[config.mk]
export PLATFORM = sky130hd
export DESIGN_NAME = exc_ctrl
export DESIGN_NICKNAME = d
export VERILOG_FILES = /design/src/rtl/mycpu_pkg.sv /design/src/rtl/exc_flush_cnt.sv /design/src/rtl/exc_ctrl.sv
export SDC_FILE = /design/constraint.sdc
export NUM_CORES = 1
export LEC_CHECK = 0
export ABC_AREA = 1
export CORE_UTILIZATION = 38
export CTS_BUF_LIST = sky130_fd_sc_hd__clkbuf_16
export DETAILED_ROUTE_END_ITERATION = 8
export GPL_ROUTABILITY_DRIVEN = 0
export PLACE_DENSITY = 0.8
export SYNTH_ARGS = -nofsm -noshare
export SYNTH_HDL_FRONTEND = slang
export SYNTH_SLANG_ARGS = --single-unit
[constraint.sdc]
create_clock -name clk -period 1.55 [get_ports clk]
set_clock_uncertainty 0.1 [all_clocks]
set_input_delay 0.31 -clock clk [delete_from_list [all_inputs] [get_ports clk]]
set_output_delay 0.31 -clock clk [all_outputs]
set_load 0.02 [all_outputs]
[src/rtl/mycpu_pkg.sv]
// Shared CPU definitions: exception-controller state encoding and the
// default ecode reported for interrupts.
package mycpu_pkg;

  typedef enum logic [1:0] {
    EXC_IDLE     = 2'd0,
    EXC_COMMIT   = 2'd1,
    EXC_FLUSH    = 2'd2,
    EXC_REDIRECT = 2'd3
  } exc_state_e;

  localparam logic [5:0] ECODE_INT_DEF = 6'h00;

endpackage

[src/rtl/exc_flush_cnt.sv]
// Flush-length down-counter for the exception controller.
//   clk, resetn : clock, asynchronous active-low reset
//   load        : load load_val (takes priority over dec)
//   load_val    : value to load
//   dec         : decrement by one, saturating at zero
//   zero        : counter currently holds zero
module exc_flush_cnt (
  input  logic       clk,
  input  logic       resetn,
  input  logic       load,
  input  logic [3:0] load_val,
  input  logic       dec,
  output logic       zero
);

  logic [3:0] cnt;

  always_ff @(posedge clk or negedge resetn) begin
    if (!resetn) begin
      cnt <= '0;
    end else if (load) begin
      cnt <= load_val;
    end else if (dec && (cnt != '0)) begin
      cnt <= cnt - 4'd1;
    end
  end

  assign zero = (cnt == '0);

endmodule

[src/rtl/exc_ctrl.sv]
// Exception / ertn commit controller.
// Accepts an interrupt, exception or ertn from WB, pulses the CSR for one
// cycle, flushes the pipeline, then hands the CSR target PC to IF.
//   clk, resetn                  : clock, asynchronous active-low reset
//   wb_valid, wb_pc              : committing instruction and its PC
//   wb_exc, wb_ecode, wb_esubcode: exception flag and codes
//   wb_ertn, int_pending         : ertn flag, pending interrupt
//   csr_exc, csr_ertn            : one-cycle CSR strobes
//   csr_ecode/esubcode/epc       : latched info, zero outside the strobe
//   csr_target_pc                : CSR-supplied redirect target
//   flush                        : pipeline flush
//   redirect_valid/pc/ready      : redirect handshake towards IF
//   busy                         : controller not idle
module exc_ctrl
  import mycpu_pkg::*;
#(
  parameter int unsigned FLUSH_CYCLES = 2,
  parameter logic [5:0]  ECODE_INT    = ECODE_INT_DEF
) (
  input  logic        clk,
  input  logic        resetn,
  input  logic        wb_valid,
  input  logic [31:0] wb_pc,
  input  logic        wb_exc,
  input  logic [5:0]  wb_ecode,
  input  logic [8:0]  wb_esubcode,
  input  logic        wb_ertn,
  input  logic        int_pending,
  output logic        csr_exc,
  output logic        csr_ertn,
  output logic [5:0]  csr_ecode,
  output logic [8:0]  csr_esubcode,
  output logic [31:0] csr_epc,
  input  logic [31:0] csr_target_pc,
  output logic        flush,
  output logic        redirect_valid,
  output logic [31:0] redirect_pc,
  input  logic        redirect_ready,
  output logic        busy
);

  exc_state_e  state, state_nxt;
  logic        accept;
  logic        cnt_load, cnt_dec, cnt_zero;
  logic        lat_ertn;
  logic [5:0]  lat_ecode;
  logic [8:0]  lat_esub;
  logic [31:0] lat_epc;
  logic [31:0] redirect_pc_q;

  // Counter is loaded with FLUSH_CYCLES-1 so that the FLUSH state exits on
  // the cycle the counter already reads zero, giving FLUSH_CYCLES cycles.
  exc_flush_cnt u_flush_cnt (
    .clk      (clk),
    .resetn   (resetn),
    .load     (cnt_load),
    .load_val (4'(FLUSH_CYCLES - 1)),
    .dec      (cnt_dec),
    .zero     (cnt_zero)
  );

  always_ff @(posedge clk or negedge resetn) begin
    if (!resetn) begin
      state         <= EXC_IDLE;
      lat_ertn      <= 1'b0;
      lat_ecode     <= '0;
      lat_esub      <= '0;
      lat_epc       <= '0;
      redirect_pc_q <= '0;
    end else begin
      state <= state_nxt;
      if (accept) begin
        if (int_pending) begin
          lat_ertn  <= 1'b0;
          lat_ecode <= ECODE_INT;
          lat_esub  <= '0;
          lat_epc   <= wb_pc;
        end else if (wb_exc) begin
          lat_ertn  <= 1'b0;
          lat_ecode <= wb_ecode;
          lat_esub  <= wb_esubcode;
          lat_epc   <= wb_pc;
        end else begin
          lat_ertn  <= 1'b1;
          lat_ecode <= '0;
          lat_esub  <= '0;
          lat_epc   <= '0;
        end
      end
      if (state == EXC_COMMIT) begin
        redirect_pc_q <= csr_target_pc;
      end
    end
  end

  always_comb begin
    state_nxt      = state;
    accept         = 1'b0;
    cnt_load       = 1'b0;
    cnt_dec        = 1'b0;
    csr_exc        = 1'b0;
    csr_ertn       = 1'b0;
    csr_ecode      = '0;
    csr_esubcode   = '0;
    csr_epc        = '0;
    flush          = 1'b0;
    redirect_valid = 1'b0;
    busy           = (state != EXC_IDLE);
    unique case (state)
      EXC_IDLE: begin
        accept = wb_valid && (int_pending || wb_exc || wb_ertn);
        if (accept) state_nxt = EXC_COMMIT;
      end
      EXC_COMMIT: begin
        csr_exc      = !lat_ertn;
        csr_ertn     = lat_ertn;
        csr_ecode    = lat_ecode;
        csr_esubcode = lat_esub;
        csr_epc      = lat_epc;
        flush        = 1'b1;
        cnt_load     = 1'b1;
        state_nxt    = EXC_FLUSH;
      end
      EXC_FLUSH: begin
        flush   = 1'b1;
        cnt_dec = 1'b1;
        if (cnt_zero) state_nxt = EXC_REDIRECT;
      end
      EXC_REDIRECT: begin
        redirect_valid = 1'b1;
        if (redirect_ready) state_nxt = EXC_IDLE;
      end
      default: state_nxt = EXC_IDLE;
    endcase
  end

  assign redirect_pc = redirect_pc_q;

endmodule

# Yosys cells after proc, flatten, opt, wreduce, memory -nomap -nowiden
# Cells that the tools add are included.
# word_totals
elab_cells	50
regBits	86
romBits	0
memories	0
latchBits	0
ram_bits	0
# classes
div	0
order_cmp	0
n_shift	0
eq_ne	6
addsub	1
n_reduce_logical	12
muxes	24
n_mul	0
n_bitwise	0
# ops
operator	n
$mux 32	3
$mux 9	3
$mux 6	3
$mux 1	9
$mux 4	2
$pmux 2 s4	1
$mux 2	3
$ne 2x2->1 const B	3
$eq 2x2->1 const B	2
$logic_not 4->1	1
$reduce_bool 2->1	2
$reduce_bool 4->1	1
$sub 4x1->4 const B	1
$reduce_and 3->1	1
$eq 2x1->1 const B	1
$logic_and 1x1->1	2
$logic_not 2->1	1
$logic_or 1x1->1	2
$reduce_or 2->1	1
$logic_not 1->1	1

# Depth between registers and ports, before layout
# logic_depth
ltp_word	5
depth_mapped	7

# Modules after synthesis
# Synthesis repeated with hierarchy kept, for this count alone.
# hier_totals
hier_cells	523
hier_area_um2	3975.1
# modules_own_cells
mod	cells_each	seq_area_each_um2	n_inst	area_each_um2
exc_ctrl	477	2052.0	1	3679.8
exc_flush_cnt	46	100.1	1	295.3

# Worst setup path after synthesis
# No wires, ideal clock.
# synth_timing
path_type	reg-to-output
start	register state[1]
end	output port csr_ecode[0]
required_time_ns	1.140
path_slack_ns	-0.228
arrival_ns	1.368
n_path_buf	2
path_stages_with_launch	7
cell_sequence	dfrtp_1 -> inv_1 -> ha_1 -> clkbuf_1 -> clkbuf_1 -> nand2_1 -> inv_1
# synth_between
elab_chain_cells	2
# synth_rtl
element	line_no	rtl
start, declared	exc_ctrl.sv:42	exc_state_e state, state_nxt;
start signal, assigned	exc_ctrl.sv:71	state <= state_nxt;
$eq 2x1->1	exc_ctrl.sv:109	unique case (state)
$mux 6	exc_ctrl.sv:109	
end, declared	exc_ctrl.sv:31	output logic [5:0] csr_ecode,
# No other way between the ends.

# Final worst setup path
# layout_timing
start	register state[1]
end	output port csr_esubcode[1]
# layout_between
elab_chain_cells	2
# layout_rtl
element	line_no	rtl
$eq 2x1->1	exc_ctrl.sv:109	
$mux 9	exc_ctrl.sv:109	
end, declared	exc_ctrl.sv:32	output logic [8:0] csr_esubcode,
# No other way between the ends.

==> impl_results.md <==
- Status: finished, violations left
- Worst hold start: redirect_pc[6]
- Critical Path End Type: primary output
- Seq/Total Area, Yosys: 0.562
- Fraction of layout cells with a size suffix above 1: 0.305
- Data required, critical path: approximately 1.1 ns
- Worst-path fanout max: 8
- Top delay family on crit path: buffers and inverters
- Post-Syn Area: 3830 µm²
- Gr usage total: 0.226
- Failing checks: setup timing
- Clk pwr share: 0.141
- Placed cell areas: roughly 5700 µm²
- P per Cell Area: about 2000 nW/µm²
- Max-Cap Viols: 0
- Largest net degree at the start of global routing: slightly below 90
- Avg Cell Area, Syn: approximately 7.7 µm²
- Syn_nets: roughly 600
- Routed len/inst: approximately 15 µm
- Final WS setup: -0.329 ns
- Crit start category: flop
- CP max stage delay: 0.39 ns
- Setup crit start: state[1]
- Final Cell Area: approximately 6800 µm²
- Crit share post-route: 1.21
- Die width: ~100 µm
- Seq cells post-synth: 86
- Ant diodes: 0
- DR pass1 iterations: 6
- Vias in the first global route: 3835
- Largest area contributor in the synthesized netlist: dfrtp_1
- Switching Fraction: 0.414
- Clock H-tree levels: 3
- Via count: ~3900
- Initial core utilization: 0.392
- Global route overflow: 0
- Worst slew pin tran: 0.480 ns
- Static Leak: roughly 0.0037 µW
- Bufs on Longest Clock Path: 2
- Placed insts: just under 800
- Top cells by area, synth: dfrtp_1 56%, nand2_1 28%, inv_1 5.9%
- Max VDD drop: around 0.94 mV
- Slowest cell on crit path: dfrtp_1
- Cell count after synthesis: approximately 500
- Top_reg_cell synth: dfrtp_1
- Final non-filler cell total: 838
- Initial DRC count: approximately 130
- Dpl ws: -0.547 ns
- Global-route wire length before repair: about 18000 µm
- Area of the die: between 10000 and 15000 µm²
- Core Util, Final: 0.698
- Die Height: 102 µm
- Root Buffer: clkbuf_16
- Rows: 36
- Final wirelength: about 12000 µm
- Synth async-reset ratio: 1.00
- Final net count: 793
- Buf/Inv on CP: 5
- Initial antenna violation count: 0
- Fmax: around 530 MHz
- Fin Setup TNS: -26.14 ns
- Post-layout minimum cycle time: approximately 1.9 ns
- Antenna-violating nets left: 0
- R2R Setup Slk: -0.27 ns
- Most frequent cells after synthesis: 286 x nand2_1, 86 x dfrtp_1, 60 x inv_1
- Combinational share of power: 0.557
- Area growth syn-to-layout: 78.0%
- DRC viols: 0
- Crit-path cells: inv_2 > ha_4 > buf_6 > clkbuf_16 > nand2_1 > inv_2 > buf_6
- Fin. Hold Viols: 0
- Final setup violation count: between 100 and 150
- Most frequent cell after synthesis: nand2_1
- Clk sinks: 86
- Setup Crit Path Kind: reg2out
- RSZ-0062 raised after global routing: true
- TritonCTS Buffers: 9
- P_sw: 5550 µW
- CP arrival: around 1.5 ns
- Synth unique cells: 16
- Slew HR: 0.680
- Ys Warns: 0
- Vias per cell: 4.68
- Hold WC Path Type: reg2reg
- Max Slew Vio Count: 0
- I/O Pins: 170
- Skew-Pair Late Insertion Delay: about 0.33 ns
- Count of input and output buffers: ~170
- Clock tree from TritonCTS: done
- Hpwl dp: about 7200 µm
- Core footprint: around 9800 µm²
- R2r startpoint: state[0]
- Reg power frac: 0.302
- EDFF count, synth: 0
- Internal power: about 7800 µW
- Top cell type's share of synthesized area: 0.562
- Clock-pin slew on the worst setup and hold paths: approximately 0.06 ns
## cells in the final DEF, fill, tap and decap left out, types with 5 or more instances in the layout
cell type	n
buf_4	11
clkdlybuf4s50_1	84
buf_12	11
o21ai_1	11
inv_2	49
clkbuf_16	13
nand2_2	31
buf_16	6
buf_6	61
nand2_1	247
inv_1	11
nand3_1	5
dlygate4sd2_1	32
dfrtp_1	86
nand2_4	8
## state kept, by name, indices dropped and copies added, names as in the netlist
signal	count
u_flush_cnt.cnt	4
lat_esub	9
state	2
lat_epc	32
lat_ertn	1
lat_ecode	6
redirect_pc	32
## cells by family after synthesis
family	after synthesis	share of synthesized area
DFF	86	0.562
buffers and inverters	83	0.0859
AOI/OAI and AO/OA	21	0.0274
and+or+nand+nor	302	0.306
adders and majority gates	6	0.0196
## stage by stage
step,total power [µW],hold WS (ns)
after floorplan,7100,-0.0856
after global placement,9440,0.275
after detailed placement,9680,0.283
after CTS,12500,0.367
after global routing,14200,0.379
final,13400,0.365
## worst paths after layout
kind	end	depth (start not counted)
max reg2reg	lat_epc[11]	11
max	csr_esubcode[1]	7
min	redirect_pc[6]	2
min reg2reg	redirect_pc[6]	2
min in group asynchronous	redirect_pc[0]	3
max in group asynchronous	u_flush_cnt.cnt[3]	3
## power groups by stage
stage               clock network [µW]  registers (µW)  logic, µW
global route                      2010            4170       8060
CTS                               1930            3950       6630
finish                            1890            4050       7460
floorplan                            0            4330       2770
detailed placement                   0            3930       5750
global placement                     0            3880       5560
## tightest hold or removal path: cells and delay by family, from the launching register on
family           cells  cell delay [ns]
and+or+nand+nor      2             0.10
DFF                  1             0.33
## layout make-up
type | count | area [µm²]
fillers | 767 | 2950
well taps | 133 | 166
repair buffers | 212 | 2410
flip-flops and latches | 86 | 2150
multi-input cells | 331 | 1610
clock inverters | 6 | 31.3
inverters | 61 | 234
clock buffers | 9 | 225
## routing by layer
| metal | GRT usage | share of wire | vias up |
|---|---|---|---|
| met2 | 0.401 | 0.51 | 159 |
| met3 | 0.0472 | 0.064 | 16 |
| li1 | - | - | 1871 |
| met1 | 0.274 | 0.41 | 1874 |
| met5 | 0 | 0 | - |
| met4 | 0.0725 | 0.013 | 0 |
## what timing repair did
item                       CTS  global route
gates cloned                10             4
setup buffers               16             6
hold buffers                 1             0
setup endpoints to repair  159           138
gates resized for setup    360           101
pin swaps                    5             2
hold endpoints to repair    86             0
(Power assumes the default switching activity.)
